[config.mk]
export PLATFORM = sky130hd
export DESIGN_NAME = jt49_stereo_mix
export DESIGN_NICKNAME = d
export VERILOG_FILES = /design/src/rtl/jt49_stereo_mix.sv
export SDC_FILE = /design/constraint.sdc
export NUM_CORES = 1
export LEC_CHECK = 0
export BUFFER_PORTS_ARGS = -buffer_cell sky130_fd_sc_hd__buf_2
export CELL_PAD_IN_SITES_DETAIL_PLACEMENT = 1
export CELL_PAD_IN_SITES_GLOBAL_PLACEMENT = 1
export CORE_ASPECT_RATIO = 0.7
export CORE_MARGIN = 2
export CORE_UTILIZATION = 42
export DETAILED_ROUTE_END_ITERATION = 12
export GPL_TIMING_DRIVEN = 0
export PLACE_DENSITY_LB_ADDON = 0.1
export SYNTH_ARGS = -nofsm -noshare
export SYNTH_HDL_FRONTEND = slang
export SYNTH_SLANG_ARGS = --single-unit
export TNS_END_PERCENT = 50
[constraint.sdc]
create_clock -name clk -period 6.82 [get_ports clk]
set_input_delay 0.341 -clock clk [delete_from_list [all_inputs] [get_ports clk]]
set_output_delay 0.341 -clock clk [all_outputs]
set_load 0.1 [all_outputs]
[src/rtl/jt49_stereo_mix.sv]
// jt49_stereo_mix: per-sample gain/pan MAC over PSG channels A/B/C with optional DC removal, stereo out
module jt49_stereo_mix #(
  parameter int DCW = 8,
  parameter bit DC_BYPASS = 1'b0
) (
  input  logic               clk,
  input  logic               rst_n,
  input  logic               clk_en,
  input  logic               sample,
  input  logic [7:0]         A,
  input  logic [7:0]         B,
  input  logic [7:0]         C,
  input  logic [11:0]        gain,
  input  logic [5:0]         pan,
  output logic signed [15:0] left,
  output logic signed [15:0] right,
  output logic               out_valid,
  output logic               busy,
  output logic               overrun
);
  localparam int AW = 14 + DCW;
  typedef enum logic [2:0] {IDLE, CHA, CHB, CHC, DCS} state_t;
  state_t             state_q, state_d;
  logic [23:0]        lvl_q, lvl_d;
  logic [11:0]        gain_q, gain_d;
  logic [5:0]         pan_q, pan_d;
  logic [13:0]        accl_q, accl_d, accr_q, accr_d;
  logic [AW-1:0]      avgl_q, avgl_d, avgr_q, avgr_d;
  logic signed [15:0] left_q, left_d, right_q, right_d;
  logic               out_valid_q, out_valid_d, busy_q, busy_d, overrun_q, overrun_d;
  logic [7:0]         lvl;
  logic [3:0]         g;
  logic [1:0]         p;
  logic [11:0]        prod;
  // next-state: latch a sample in IDLE, one channel MAC per enabled cycle, then DC stage and output
  always_comb begin
    state_d     = state_q;
    lvl_d       = lvl_q;
    gain_d      = gain_q;
    pan_d       = pan_q;
    accl_d      = accl_q;
    accr_d      = accr_q;
    avgl_d      = avgl_q;
    avgr_d      = avgr_q;
    left_d      = left_q;
    right_d     = right_q;
    busy_d      = busy_q;
    out_valid_d = 1'b0;
    overrun_d   = overrun_q | (clk_en & sample & (state_q != IDLE));
    lvl  = state_q == CHA ? lvl_q[7:0]  : state_q == CHB ? lvl_q[15:8]  : lvl_q[23:16];
    g    = state_q == CHA ? gain_q[3:0] : state_q == CHB ? gain_q[7:4]  : gain_q[11:8];
    p    = state_q == CHA ? pan_q[1:0]  : state_q == CHB ? pan_q[3:2]   : pan_q[5:4];
    prod = 12'(lvl) * 12'(g);
    if (clk_en) begin
      unique case (state_q)
        IDLE: if (sample) begin
          lvl_d   = {C, B, A};
          gain_d  = gain;
          pan_d   = pan;
          accl_d  = '0;
          accr_d  = '0;
          busy_d  = 1'b1;
          state_d = CHA;
        end
        CHA, CHB, CHC: begin
          accl_d  = accl_q + (p[0] ? 14'(prod) : 14'd0);
          accr_d  = accr_q + (p[1] ? 14'(prod) : 14'd0);
          state_d = state_q == CHA ? CHB : state_q == CHB ? CHC : DCS;
        end
        DCS: begin
          if (DC_BYPASS) begin
            left_d  = {1'b0, accl_q, 1'b0};
            right_d = {1'b0, accr_q, 1'b0};
          end else begin
            left_d  = ({2'b0, accl_q} - {2'b0, avgl_q[AW-1:DCW]}) << 1;
            right_d = ({2'b0, accr_q} - {2'b0, avgr_q[AW-1:DCW]}) << 1;
            avgl_d  = avgl_q + AW'(accl_q) - (avgl_q >> DCW);
            avgr_d  = avgr_q + AW'(accr_q) - (avgr_q >> DCW);
          end
          out_valid_d = 1'b1;
          busy_d      = 1'b0;
          state_d     = IDLE;
        end
        default: state_d = IDLE;
      endcase
    end
  end
  // state registers; out_valid is reloaded every clk so it never outlives one cycle
  always_ff @(posedge clk or negedge rst_n) begin
    if (!rst_n) begin
      state_q     <= IDLE;
      lvl_q       <= '0;
      gain_q      <= '0;
      pan_q       <= '0;
      accl_q      <= '0;
      accr_q      <= '0;
      avgl_q      <= '0;
      avgr_q      <= '0;
      left_q      <= '0;
      right_q     <= '0;
      out_valid_q <= 1'b0;
      busy_q      <= 1'b0;
      overrun_q   <= 1'b0;
    end else begin
      state_q     <= state_d;
      lvl_q       <= lvl_d;
      gain_q      <= gain_d;
      pan_q       <= pan_d;
      accl_q      <= accl_d;
      accr_q      <= accr_d;
      avgl_q      <= avgl_d;
      avgr_q      <= avgr_d;
      left_q      <= left_d;
      right_q     <= right_d;
      out_valid_q <= out_valid_d;
      busy_q      <= busy_d;
      overrun_q   <= overrun_d;
    end
  end
  assign left      = left_q;
  assign right     = right_q;
  assign out_valid = out_valid_q;
  assign busy      = busy_q;
  assign overrun   = overrun_q;
endmodule

==> key figures <==
Routing
  • Via Count: approximately 10000
  • Per-cell routed wire length: between 20 and 25 um
  • Drt drc: 0
  • Starting DRT DRC Count: ~540
  • DR pass1 iterations: 5
  • WL final: 36900 um
  • Vias/cell: 5.53
  • DRT antenna net count: 0

STA
  • Final cycle utilization of the critical path: 0.941
  • Slew HR: 0.175
  • Setup TNS: 0 ns
  • Final Critical Period: approximately 6.4 ns
  • # setup viols final: 0
  • RSZ-0062 raised after global routing: no
  • Clk_skew: roughly 0.011 ns
  • Final Hold Viols: 0
  • Slew of the pin with the lowest slew margin: 1.23 ns
  • Count of pins over their slew limit: 0
  • Fmax: between 0.15 and 0.2 GHz

Finish
  • Fraction of layout cells with a size suffix above 1: 0.136
  • NumNets Final: roughly 1600
  • P&R area growth vs syn: 12.8%
  • Fill cells: between 3000 and 4000
  • Finished Core Util: 0.485
  • Final std cell area, no fill: ~14000 sq um

Worst setup path
  • Worst path cell trace: buf_2, nand2b_1, clkbuf_1, a21oi_2, buf_2, o22ai_1, or2_2, fa_1, inv_1, fa_1, ha_1, a21o_1, a21oi_1, o21ai_0, a2111oi_2, nor2_1, xnor2_1, nor2_1, ha_1, a21o_1, o41ai_2, o22ai_1, mux2i_1
  • Critical Path RT: a little over 7 ns
  • CP startpoint kind: flop
  • Worst Setup End Kind: flop
  • Max Fanout on Critical Path: 10
  • Slowest CP cell: fa_1
  • CP max stage delay: 0.54 ns
  • CP Buf/Inv Count: 4
  • Crit Path Class: reg -> reg
  • Delay-heaviest family, CP: compound AO/OA/AOI/OAI gates
  • WP data arrival: 6.75 ns

Synth
  • Synth async-reset ratio: 1.00
  • Cells after synthesis: around 1300
  • Synth Register Bits: 150
  • Most used DFF post-synth: dfrtp_1
  • Distinct cells, synth: between 70 and 80
  • Ys Warns: 0
  • Sequential area share after synthesis: 0.312
  • Post-synth EDFFs: 0
  • Cell area after synthesis: roughly 12000 sq um
  • Post-Synthesis Mean Instance Area: approximately 9 sq um

Global route
  • First-pass GRT wire length: roughly 60000 um
  • Pin count of the biggest net entering global routing: roughly 100
  • Grt total ovfl: 0
  • Initial antenna violation count: 0
  • Vias in the first global route: 10545
  • GRT Util Overall: 0.259

Clock tree
  • Reg clk slew, reported paths: ~0.07 ns
  • TritonCTS Buffers: 17
  • Maximum clock path buffer count: 2
  • CTS tree: built
  • CTS H-tree depth: 4
  • CTS sink cnt: 150
  • CTS root buffer: clkbuf_16
  • Skew-Pair Late Insertion Delay: 0.46 ns

Die
  • Die area: between 30000 and 40000 sq um
  • Row count: ~50
  • Horiz. Die Dim: between 200 and 250 um
  • # IOs: between 80 and 90
  • Die height: roughly 150 um
  • CORE AREA: around 28000 sq um
  • Initial core utilization: 0.430

Flow run
  • Max Cap Viol: 0

Placed design
  • DPL Wire Length: a little under 30000 um
  • IO buf count: 77
  • Placed cell area: 12900 sq um
  • GP Congestion: about 0.87

Outcome
  • Status: completed

Hold path
  • Hold WC Path Type: in -> reg
==> cell families after synthesis <==
family | count (synthesis) | synth area share
AO/OA/AOI/OAI | 376 | 0.206
AND/OR/NAND/NOR | 323 | 0.127
buffers and inverters | 226 | 0.0727
adder cells (fa/ha/maj) | 156 | 0.189
flip-flops | 150 | 0.312
XOR/XNOR | 69 | 0.0502
multiplexers | 47 | 0.0434
other | 1 | 0.000311
==> Yosys cell counts, types with 8 or more instances <==
library cell | n | area share
o21ai_0 | 105 | 0.044
clkbuf_1 | 31 | 0.0097
fa_1 | 44 | 0.073
a21oi_1 | 73 | 0.030
buf_2 | 14 | 0.0058
xnor2_1 | 43 | 0.031
nor3_1 | 22 | 0.0091
dfrtp_1 | 150 | 0.31
nand4_1 | 10 | 0.0052
nor2_1 | 80 | 0.025
o31ai_1 | 11 | 0.0069
mux2_2 | 42 | 0.039
ha_1 | 112 | 0.12
a211oi_1 | 12 | 0.0075
xor2_1 | 26 | 0.019
nand3_1 | 24 | 0.010
a21o_1 | 30 | 0.019
a22o_1 | 10 | 0.0073
a31oi_1 | 11 | 0.0057
o22a_1 | 14 | 0.010
inv_1 | 175 | 0.055
or2_2 | 10 | 0.0052
nor2b_1 | 8 | 0.0042
nand2b_1 | 21 | 0.011
o211ai_1 | 13 | 0.0081
o21a_1 | 22 | 0.014
o21bai_1 | 11 | 0.0069
o22ai_1 | 19 | 0.0099
nand2_1 | 112 | 0.035
==> area by class of cell <==
type,count,area [sq um],area share
plain buffers,51,220,0.0162
clock inverters,15,201,0.0148
well taps,371,464,0.0342
clock buffers,17,425,0.0313
diodes,1,2.50,0.000184
repair buffers,79,433,0.0319
multi-input cells,973,7430,0.547
inverters,175,657,0.0483
flip-flops and latches,150,3750,0.276
==> cells in the final DEF (no fill, tap or decap), types with 4 or more instances in the layout <==
cell / count
a21o_1: 30
nor2b_1: 8
or2_2: 10
fa_1: 44
a22o_1: 10
clkbuf_1: 30
mux2i_1: 5
xnor2_1: 43
or4_1: 6
inv_1: 175
and3_1: 4
a21oi_1: 72
clkbuf_16: 17
o22ai_1: 19
o21ai_0: 105
nor3b_1: 5
o21a_1: 22
buf_2: 90
ha_1: 112
o211ai_1: 13
a21boi_0: 6
a31oi_1: 11
o22a_1: 14
bufinv_16: 4
nand4_1: 10
a211oi_1: 12
nand2_1: 112
nand3b_1: 6
nor3_1: 22
o21bai_1: 11
nor2_1: 80
a211o_1: 4
xor2_1: 26
nand2b_1: 21
o31ai_1: 11
nand3_1: 24
mux2_2: 42
dfrtp_1: 150
==> stage by stage <==
| step | instances | setup slack (ns) | hold WS (ns) |
|---|---|---|---|
| floorplan | 1349 | 1.15 | 0.0454 |
| global placement | 1797 | 0.156 | 0.455 |
| detailed placement | 1798 | 0.0813 | 0.288 |
| CTS | 1831 | 0.0397 | 0.0978 |
| global route | 1831 | 0.0212 | 0.104 |
| finish | 1832 | 0.404 | 0.110 |
==> registers in the layout, indices dropped and copies added (netlist names) <==
signal and flops:
accl_q 14, accr_q 14, avgl_q 22, avgr_q 22
busy 1, gain_q 12, left 15, lvl_q 24
out_valid 1, overrun 1, pan_q 6, right 15
state_q 3
==> worst paths after layout <==
check / startpoint / end / slack (ns) / cells after the start
worst max-delay path: state_q[0]$_DFFE_PN0P_ / accr_q[12]$_DFFE_PN0P_ / 0.40 / 23
max in group asynchronous: rst_n / left[11]$_DFFE_PN0P_ / 5.57 / 3
worst min-delay path: gain[0] / gain_q[0]$_DFFE_PN0P_ / 0.11 / 2
worst max register to register: state_q[0]$_DFFE_PN0P_ / accr_q[12]$_DFFE_PN0P_ / 0.40 / 23
min in group asynchronous: rst_n / avgr_q[4]$_DFFE_PN0P_ / 0.37 / 2
worst min register to register: right[9]$_DFFE_PN0P_ / right[9]$_DFFE_PN0P_ / 0.48 / 2
==> per-layer routing <==
metal | track usage | routed length, um | share of wire | vias to the layer above
met2 | 0.377 | 15600 | 0.42 | 178
met3 | 0.0419 | 1510 | 0.041 | 35
met5 | 0 | 0 | 0 | -
li1 | - | - | - | 4870
met4 | 0.0571 | 452 | 0.012 | 0
met1 | 0.400 | 19300 | 0.52 | 5042
==> what timing repair did <==
action,in CTS,in global routing
resized for setup,0,5
buffers inserted,0,0
hold buffers,1,0
endpoints found under the setup margin,0,8
hold endpoints to repair,49,0
Power is left out: the tool's default activity adds up to more than one toggle a clock period on the data nets, which glitch-free logic cannot reach.
